===== src/rtl/gon_pkg.sv =====
// Shared GON definitions: default tag/value widths and the psum collector FSM encoding.
package gon_pkg;

    localparam int GON_ROW_LEN   = 4;
    localparam int GON_ID_LEN    = 5;
    localparam int GON_VALUE_LEN = 32;
    localparam int GON_ADDR_LEN  = 16;

    localparam logic [2:0] S_IDLE  = 3'd0;
    localparam logic [2:0] S_ISSUE = 3'd1;
    localparam logic [2:0] S_WAIT  = 3'd2;
    localparam logic [2:0] S_DRAIN = 3'd3;
    localparam logic [2:0] S_DONE  = 3'd4;

endpackage


===== src/rtl/gon_psum_collector_if.sv =====
// GON request/response and GLB write channels seen by the psum collector.
interface gon_psum_collector_if
    import gon_pkg::*;
#(
    parameter int ROW_LEN   = GON_ROW_LEN,
    parameter int ID_LEN    = GON_ID_LEN,
    parameter int VALUE_LEN = GON_VALUE_LEN,
    parameter int ADDR_LEN  = GON_ADDR_LEN
);
    logic                 gon_ready;
    logic [ROW_LEN-1:0]   gon_row_tag;
    logic [ID_LEN-1:0]    gon_col_tag;
    logic                 gon_enable;
    logic [VALUE_LEN-1:0] gon_value;
    logic                 glb_valid;
    logic [ADDR_LEN-1:0]  glb_addr;
    logic [VALUE_LEN-1:0] glb_data;
    logic                 glb_ready;

    modport master (
        output gon_ready, gon_row_tag, gon_col_tag, glb_valid, glb_addr, glb_data,
        input  gon_enable, gon_value, glb_ready
    );

    modport slave (
        input  gon_ready, gon_row_tag, gon_col_tag, glb_valid, glb_addr, glb_data,
        output gon_enable, gon_value, glb_ready
    );
endinterface


===== src/rtl/gon_sync_fifo.sv =====
// Small first-word fall-through FIFO; head is visible combinationally while not empty.
// A write is accepted when not full, or when full together with a read.
module gon_sync_fifo #(
    parameter int WIDTH = 48,
    parameter int DEPTH = 4
) (
    input  logic             clk,
    input  logic             rst,
    input  logic             wr_en,
    input  logic [WIDTH-1:0] wr_dat,
    input  logic             rd_en,
    output logic [WIDTH-1:0] rd_dat,
    output logic             full,
    output logic             empty
);
    localparam int PTR_W = $clog2(DEPTH);

    logic [WIDTH-1:0] mem [DEPTH];
    logic [PTR_W-1:0] wr_ptr, rd_ptr;
    logic [PTR_W:0]   count;
    logic             do_wr, do_rd;

    assign empty  = (count == '0);
    assign full   = (count == (PTR_W+1)'(DEPTH));
    assign do_rd  = rd_en && !empty;
    assign do_wr  = wr_en && (!full || do_rd);
    // Gate the head so stale words never leak onto the bus while empty.
    assign rd_dat = empty ? '0 : mem[rd_ptr];

    always_ff @(posedge clk or posedge rst) begin
        if (rst) begin
            wr_ptr <= '0;
            rd_ptr <= '0;
            count  <= '0;
        end else begin
            if (do_wr) wr_ptr <= wr_ptr + PTR_W'(1);
            if (do_rd) rd_ptr <= rd_ptr + PTR_W'(1);
            case ({do_wr, do_rd})
                2'b10:   count <= count + (PTR_W+1)'(1);
                2'b01:   count <= count - (PTR_W+1)'(1);
                default: count <= count;
            endcase
        end
    end

    always_ff @(posedge clk) begin
        if (do_wr) mem[wr_ptr] <= wr_dat;
    end
endmodule


===== src/rtl/gon_psum_collector.sv =====
// Walks a row-major tag grid, fetching one psum per tag from the GON, and streams
// (addr, data) to the GLB; new requests are withheld while the output FIFO is full.
module gon_psum_collector
    import gon_pkg::*;
#(
    parameter int ROW_LEN    = GON_ROW_LEN,
    parameter int ID_LEN     = GON_ID_LEN,
    parameter int VALUE_LEN  = GON_VALUE_LEN,
    parameter int ADDR_LEN   = GON_ADDR_LEN,
    parameter int FIFO_DEPTH = 4,
    parameter int TIMEOUT    = 255
) (
    input  logic                clk,
    input  logic                rst,
    input  logic                start,
    input  logic [ROW_LEN-1:0]  num_rows,
    input  logic [ID_LEN-1:0]   num_cols,
    input  logic [ADDR_LEN-1:0] base_addr,
    output logic                busy,
    output logic                done,
    output logic                err,
    gon_psum_collector_if.master bus
);
    localparam int TMO_W = $clog2(TIMEOUT + 1);

    logic [2:0]                    state;
    logic [ROW_LEN-1:0]            rows_q, row;
    logic [ID_LEN-1:0]             cols_q, col;
    logic [ADDR_LEN-1:0]           addr_cnt;
    logic [TMO_W-1:0]              tmo_cnt;
    logic                          fifo_full, fifo_empty;
    logic                          push, pop, stray, last_col, last, tmo_hit;
    logic [ADDR_LEN+VALUE_LEN-1:0] head;

    assign push     = (state == S_WAIT) && bus.gon_enable;
    assign stray    = (state != S_WAIT) && bus.gon_enable;
    assign pop      = !fifo_empty && bus.glb_ready;
    assign last_col = (col == cols_q - ID_LEN'(1));
    assign last     = last_col && (row == rows_q - ROW_LEN'(1));
    assign tmo_hit  = (tmo_cnt == TMO_W'(TIMEOUT - 1));

    assign busy            = (state != S_IDLE);
    assign bus.gon_ready   = (state == S_ISSUE) && !fifo_full;
    assign bus.gon_row_tag = row;
    assign bus.gon_col_tag = col;
    assign bus.glb_valid   = !fifo_empty;
    assign {bus.glb_addr, bus.glb_data} = head;

    gon_sync_fifo #(
        .WIDTH (ADDR_LEN + VALUE_LEN),
        .DEPTH (FIFO_DEPTH)
    ) u_fifo (
        .clk    (clk),
        .rst    (rst),
        .wr_en  (push),
        .wr_dat ({addr_cnt, bus.gon_value}),
        .rd_en  (pop),
        .rd_dat (head),
        .full   (fifo_full),
        .empty  (fifo_empty)
    );

    always_ff @(posedge clk or posedge rst) begin
        if (rst) begin
            state    <= S_IDLE;
            rows_q   <= '0;
            cols_q   <= '0;
            row      <= '0;
            col      <= '0;
            addr_cnt <= '0;
            tmo_cnt  <= '0;
            err      <= 1'b0;
            done     <= 1'b0;
        end else begin
            done <= (state == S_DONE);
            case (state)
                S_IDLE: if (start) begin
                    rows_q   <= num_rows;
                    cols_q   <= num_cols;
                    row      <= '0;
                    col      <= '0;
                    addr_cnt <= base_addr;
                    err      <= 1'b0;
                    state    <= (num_rows == '0 || num_cols == '0) ? S_DONE : S_ISSUE;
                end
                S_ISSUE: begin
                    tmo_cnt <= '0;
                    if (!fifo_full) state <= S_WAIT;
                end
                S_WAIT: if (bus.gon_enable) begin
                    addr_cnt <= addr_cnt + ADDR_LEN'(1);
                    if (last_col) begin
                        col <= '0;
                        row <= row + ROW_LEN'(1);
                    end else begin
                        col <= col + ID_LEN'(1);
                    end
                    state <= last ? S_DRAIN : S_ISSUE;
                end else if (tmo_hit) begin
                    err   <= 1'b1;
                    state <= S_DRAIN;
                end else begin
                    tmo_cnt <= tmo_cnt + TMO_W'(1);
                end
                S_DRAIN: if (fifo_empty) state <= S_DONE;
                S_DONE:  state <= S_IDLE;
                default: state <= S_IDLE;
            endcase
            // A response nobody asked for wins over the clear-on-start.
            if (stray) err <= 1'b1;
        end
    end
endmodule


===== src/flat_wrapper.sv =====
// flat-port wrapper written by rule: the top's interface ports become plain ports
module gon_psum_collector_flat import gon_pkg::*;
#(
    parameter int ROW_LEN    = GON_ROW_LEN,
    parameter int ID_LEN     = GON_ID_LEN,
    parameter int VALUE_LEN  = GON_VALUE_LEN,
    parameter int ADDR_LEN   = GON_ADDR_LEN,
    parameter int FIFO_DEPTH = 4,
    parameter int TIMEOUT    = 255
)
  (clk, rst, start, num_rows, num_cols, base_addr, busy, done, err, bus_gon_ready, bus_gon_row_tag, bus_gon_col_tag, bus_glb_valid, bus_glb_addr, bus_glb_data, bus_gon_enable, bus_gon_value, bus_glb_ready);
  gon_psum_collector_if #(.ROW_LEN(ROW_LEN), .ID_LEN(ID_LEN), .VALUE_LEN(VALUE_LEN), .ADDR_LEN(ADDR_LEN)) bus_i ();
  input  logic clk;
  input  logic rst;
  input  logic start;
  input  logic [ROW_LEN-1:0] num_rows;
  input  logic [ID_LEN-1:0] num_cols;
  input  logic [ADDR_LEN-1:0] base_addr;
  output logic busy;
  output logic done;
  output logic err;
  output wire logic [$bits(bus_i.gon_ready)-1:0] bus_gon_ready;
  output wire logic [$bits(bus_i.gon_row_tag)-1:0] bus_gon_row_tag;
  output wire logic [$bits(bus_i.gon_col_tag)-1:0] bus_gon_col_tag;
  output wire logic [$bits(bus_i.glb_valid)-1:0] bus_glb_valid;
  output wire logic [$bits(bus_i.glb_addr)-1:0] bus_glb_addr;
  output wire logic [$bits(bus_i.glb_data)-1:0] bus_glb_data;
  input wire logic [$bits(bus_i.gon_enable)-1:0] bus_gon_enable;
  input wire logic [$bits(bus_i.gon_value)-1:0] bus_gon_value;
  input wire logic [$bits(bus_i.glb_ready)-1:0] bus_glb_ready;
  assign bus_gon_ready = bus_i.gon_ready;
  assign bus_gon_row_tag = bus_i.gon_row_tag;
  assign bus_gon_col_tag = bus_i.gon_col_tag;
  assign bus_glb_valid = bus_i.glb_valid;
  assign bus_glb_addr = bus_i.glb_addr;
  assign bus_glb_data = bus_i.glb_data;
  assign bus_i.gon_enable = bus_gon_enable;
  assign bus_i.gon_value = bus_gon_value;
  assign bus_i.glb_ready = bus_glb_ready;
  gon_psum_collector #(.ROW_LEN(ROW_LEN), .ID_LEN(ID_LEN), .VALUE_LEN(VALUE_LEN), .ADDR_LEN(ADDR_LEN), .FIFO_DEPTH(FIFO_DEPTH), .TIMEOUT(TIMEOUT)) u_core (.clk(clk), .rst(rst), .start(start), .num_rows(num_rows), .num_cols(num_cols), .base_addr(base_addr), .busy(busy), .done(done), .err(err), .bus(bus_i));
endmodule

===== config.mk =====
export PLATFORM = sky130hd
export DESIGN_NAME = gon_psum_collector_flat
export DESIGN_NICKNAME = d
export VERILOG_FILES = /design/src/rtl/gon_pkg.sv /design/src/rtl/gon_psum_collector_if.sv /design/src/rtl/gon_sync_fifo.sv /design/src/rtl/gon_psum_collector.sv /design/src/flat_wrapper.sv
export SDC_FILE = /design/constraint.sdc
export NUM_CORES = 1
export LEC_CHECK = 0
export BUFFER_PORTS_ARGS = -buffer_cell sky130_fd_sc_hd__buf_2
export CAP_MARGIN = 10
export CORE_MARGIN = 5
export CORE_UTILIZATION = 47
export DETAILED_ROUTE_END_ITERATION = 16
export PLACE_DENSITY = 0.79
export SLEW_MARGIN = 20
export SYNTH_ARGS = -nofsm -noshare
export SYNTH_HDL_FRONTEND = slang
export SYNTH_SLANG_ARGS = --single-unit
export TNS_END_PERCENT = 20

===== constraint.sdc =====
create_clock -name clk -period 8.9 [get_ports clk]
set_input_delay 1.78 -clock clk [delete_from_list [all_inputs] [get_ports clk]]
set_output_delay 1.78 -clock clk [all_outputs]
set_load 0.05 [all_outputs]

## Yosys cells after proc, flatten, opt, wreduce, memory -nomap -nowiden

Memories as Yosys holds them, arrays and structs flattened.
Cells that the tools add are included.

- Bits in writable memories: 192
- Memories: 1
- Output and inout bits: 62
- Bits in registers: 54
- Bits of input ports: 62

- Mux-type cells: 31
- Reduce and logical (&&, ||, !) cells: 26
- Add/sub/neg operators: 10
- Eq/ne operators: 22

Memory list:

| memory | words | bits a word | read ports | clocked after memory_dff | write ports | line | RTL |
|---|---|---|---|---|---|---|---|
| u_core.u_fifo.mem | 4 | 48 | 1 | 0 | 1 | gon_sync_fifo.sv:18 | `logic [WIDTH-1:0] mem [DEPTH];` |

Operator list:

| operator | number |
|---|---|
| $mux W48 | 1 |
| $mux W16 | 2 |
| $pmux W16 S2 | 1 |
| $mux W3 | 6 |
| $add A16 B1 Y16 const B | 1 |
| $mux W8 | 2 |
| $pmux W8 S2 | 1 |
| $mux W5 | 3 |
| $mux W4 | 3 |
| $ne A3 B2 Y1 const B | 4 |
| $pmux W3 S4 | 1 |
| $reduce_and A4 Y1 | 3 |
| $ne A2 B2 Y1 const B | 5 |
| $pmux W5 S2 | 1 |
| $add A8 B1 Y8 const B | 1 |
| $eq A8 B8 Y1 const B | 1 |
| $pmux W4 S2 | 1 |
| $logic_and A1 B1 Y1 | 7 |
| $eq A3 B2 Y1 const B | 2 |
| $eq A3 B3 Y1 const B | 2 |
| $logic_not A3 Y1 | 2 |
| $mux W1 | 6 |
| $pmux W3 S2 | 1 |
| $reduce_and A3 Y1 | 2 |
| 23 further kinds | 30 |

## Depth between registers and ports, before layout

- Depth after elaboration: 8
- Gate-level depth with buffers: 9

## Hierarchy

A second synthesis with hierarchy kept.

- Cell total of the unflattened synthesis: 669
- Area, all modules: 10482.6 um^2

By module, submodules not included:

| module | times used | area an instance (um^2) | cells an instance |
|---|---|---|---|
| gon_sync_fifo | 1 | 7751.2 | 360 |
| gon_psum_collector | 1 | 2731.4 | 309 |

## Worst setup path after synthesis

Ideal clock, no wire load.

- Kind: in2reg
- Start point: input bus_gon_enable
- End point: memory u_core.u_fifo.mem[0][0], enable pin
- Data arrival time: 3.843 ns
- Data required time: 8.489 ns
- Stages on the path: 5
- Path slack: 4.647 ns
- Setup time: 0.411 ns
- Cell sequence: buf_6 > and4bb_2 > clkbuf_1 > o21a_1 > and2_1

- Cells in the longest elaborated chain, start to end: 4

RTL lines:

| element | line | RTL |
|---|---|---|
| start: declaration | flat_wrapper.sv:28 | `input wire logic [$bits(bus_i.gon_enable)-1:0] bus_gon_enable;` |
| $logic_and A1 B1 Y1 | gon_psum_collector.sv:35 | `assign push = (state == S_WAIT) && bus.gon_enable;` |
| $logic_and A1 B1 Y1 | gon_sync_fifo.sv:26 | `assign do_wr = wr_en && (!full \|\| do_rd);` |
| $mux W1 | gon_sync_fifo.sv:47 | `if (do_wr) mem[wr_ptr] <= wr_dat;` |
| $mux W1 (implied by the code) | gon_sync_fifo.sv:47 |  |
| end: declaration | gon_sync_fifo.sv:18 |  |

Every way passes these cells.

## Worst setup path in the final report

- Start point: register u_core.u_fifo.count[1]
- End point: output bus_glb_addr[15]

- Cells in the longest elaborated chain, start to end: 2

RTL lines:

| element | line | RTL |
|---|---|---|
| start: declaration | gon_sync_fifo.sv:20 | `logic [PTR_W:0] count;` |
| start signal: assignment | gon_sync_fifo.sv:39 | `2'b10: count <= count + (PTR_W+1)'(1);` |
| start signal: assignment | gon_sync_fifo.sv:40 | `2'b01: count <= count - (PTR_W+1)'(1);` |
| start signal: assignment | gon_sync_fifo.sv:41 | `default: count <= count;` |
| $logic_not A3 Y1 | gon_sync_fifo.sv:23 | `assign empty = (count == '0);` |
| $mux W48 | gon_sync_fifo.sv:28 | `assign rd_dat = empty ? '0 : mem[rd_ptr];` |
| end: declaration | flat_wrapper.sv:26 | `output wire logic [$bits(bus_i.glb_addr)-1:0] bus_glb_addr;` |

Every way passes these cells.

==> impl_metrics.ini <==
[run_status]
status = complete, no violations

[layout]
final_cell_mix = edfxtp_1 (192), buf_2 (123), and2_1 (52), dfrtp_1 (52), mux4_2 (48)
drive_above_1_share = 0.2940
area.growth.synth_to_final_pct = 16.67
num-nets-final = 869
layout_commonest_cell = edfxtp_1

[global_routing]
grt_max_degree = 55
grt-ovfl-total = 0
grt_pass1_vias = 6141
grt_pass1_wl_um = 33210
track_usage = 0.1585
antenna_found_initial = 4

[cts]
h-tree-depth = 1
clkTransAtPathRegs_ps = 60
ctsLongestPathBuffers = 3
cts_setup_buffers = 0
cts_root_buffer = clkbuf_16
cts_resized = 0
cts_tree = yes
clk_latency_ps = 500
cts_num_sinks = 246
postCtsHoldBufs = 0
cts-buffers-inserted = 26

[floorplan]
die_width_um = 159.2
core_um2 = 21890
io_pins = 124
start_util = 0.4778
fp.dieH_um = 159.2
dieArea_um2 = 25340
fp-row-count = 54

[timing]
report.final.slew_viol_count = 0
max_slew_margin = 0.3853
max_freq_mhz = 238.2
worst_pin_slew_ps = 922.0
rsz0062_at_grt = no
tns_ps = 0
setup_viol = 0
fin_ws_ps = 4702
finalCritPeriodShare = 0.4717
hold_viol_final = 0
finClkSkew_ps = 6.771
period_needed_ps = 4198

[synth]
synth_nets = 748
synth_seq_cells = 246
synth_edf_count = 192
yosys_warnings = 0
ys_seq_area_frac = 0.6804
async_reset_ff_frac = 0.2195
synth_cells = 674
synth_top_area_cell = edfxtp_1
syn_area_per_cell_um2 = 15.52
synthTopCellsByArea = edfxtp_1 (55%), dfrtp_1 (13%), mux4_2 (10%)
synth_top_flop_cell = edfxtp_1
synth_cell_types = 56
synth_area_um2 = 10460
synth_top_area_share = 0.5512

[routing]
routed_wl_um = 20280
wire_per_inst_um = 18.53
antenna_left = 0
vias = 6031
drc = 0
avgViaCountPerCell = 5.513
drt_iter0_drc = 414
dr.pass1.iters = 4

[power]
p_per_area_nw_per_um2 = 362.4
p_leak_nw = 4.492
swShare = 0.4006
power.internal_mw = 2.651
switchingPower_mw = 1.772
p_clk_frac = 0.232
seq_power_share = 0.365
p_comb_frac = 0.404
vdd_drop_max_uv = 187.7

[placed_design]
port_buffers = 123
place_worst_setup_slack_ps = 4863
gp_congestion = 0.8048
place_hpwl_um = 12650

[setup_path]
critPathMaxFanout = 53
path_class = flop to primary output
cp.arrival_ps = 2420
crit_required_ps = 7120
start_kind = flop
crit_path_end_kind = primary output

[worst_hold_path]
min_path_type = flop to flop

[flow_run]
maxCapViolCount = 0
[registers in the layout, summed over array words and instances, names as in the netlist, 4 cells and up]
register,cells
u_core.rows_q,4
u_core.bus.gon_row_tag,4
u_core.cols_q,5
u_core.addr_cnt,16
u_core.tmo_cnt,8
u_core.u_fifo.mem,192
u_core.bus.gon_col_tag,5
[path summary, 6_finish.rpt]
kind                                                    start                             endpoint  slack, ps  cells past startpoint
setup / recovery           u_core.u_fifo.count[1]$_DFFE_PP0P_                     bus_glb_addr[15]       4700                      3
hold / removal                   u_core.rows_q[3]$_DFFE_PP0P_         u_core.rows_q[3]$_DFFE_PP0P_        500                      2
setup reg to reg                  u_core.state[1]$_DFFE_PP0P_   u_core.u_fifo.count[1]$_DFFE_PP0P_       6210                      8
hold reg to reg                  u_core.rows_q[3]$_DFFE_PP0P_         u_core.rows_q[3]$_DFFE_PP0P_        500                      2
max in group asynchronous                                 rst  u_core.u_fifo.rd_ptr[0]$_DFFE_PP0P_       6900                      3
min in group asynchronous                                 rst  u_core.u_fifo.wr_ptr[1]$_DFFE_PP0P_       1480                      3
[through the flow]
step | utilization | power (mW) | hold WS [ps] | instances | cell area [um2]
after floorplan | - | 3.022 | 466.5 | 674 | 10460
after global placement | 0.5179 | 3.393 | 480.7 | 1046 | 11340
after detailed placement | 0.5179 | 3.431 | 488.6 | 1046 | 11340
after CTS | 0.5561 | 4.461 | 503.5 | 1092 | 12170
after global routing | 0.5575 | 4.676 | 527.0 | 1094 | 12200
final | 0.5575 | 4.423 | 499.9 | 1094 | 12200
[power by group through the flow]
stage | Combinational, mW | Sequential (mW) | Clock (mW)
final | 1.79 | 1.61 | 1.02
after global routing | 1.93 | 1.64 | 1.11
after CTS | 1.75 | 1.66 | 1.05
after detailed placement | 1.74 | 1.69 | 0
after global placement | 1.72 | 1.67 | 0
after floorplan | 1.45 | 1.57 | 0
[layer usage]
layer | routed length, um | vias up | GRT usage
li1 | - | 2828 | -
met1 | 8782 | 2988 | 0.2192
met2 | 9836 | 181 | 0.2607
met3 | 1348 | 30 | 0.03676
met4 | 282 | 4 | 0.03218
met5 | 27 | - | 0
[Yosys cell counts, types with 4 or more instances]
library cell and count:
nor4_1 4, buf_2 9, buf_1 4, nand4_1 6
nand3_1 19, a31oi_1 4, ha_1 11, o21ai_0 24
nor2_1 23, mux4_2 48, nand2_1 47, and3_1 5
and2_1 56, edfxtp_1 192, dfrtp_1 54, xnor2_1 18
a2bb2oi_1 4, or3_1 5, inv_1 16, mux2i_1 4
a21oi_1 28, nor3_1 12, clkbuf_1 25
[cell families (layout without fill, tap and decap cells)]
group | count (synthesis) | after routing | share of synthesized area
XOR/XNOR | 21 | 21 | 0.01758
adder cells (fa/ha/maj) | 12 | 12 | 0.01507
buffers and inverters | 56 | 195 | 0.02261
AND/OR/NAND/NOR | 193 | 193 | 0.09845
AO/OA/AOI/OAI | 94 | 94 | 0.05873
flip-flops | 246 | 246 | 0.6804
multiplexers | 52 | 52 | 0.1072
other | 0 | 1 | 0
[cell type report]
class,instances,area (um2)
fill,1735,9687
sequential,246,7122
multi-input combinational,372,3123
clock buffer,36,749.5
timing repair buffer,133,710.7
tap,280,350.3
clock inverter,10,86.33
inverter,16,60.06
antenna,1,2.502
[worst max-delay path: stages, from the launching register on]
cell	delay, ps
dfrtp_1	420
or3_2	900
and2_1	340
buf_2	220
Power figures use the tool's default switching activity.
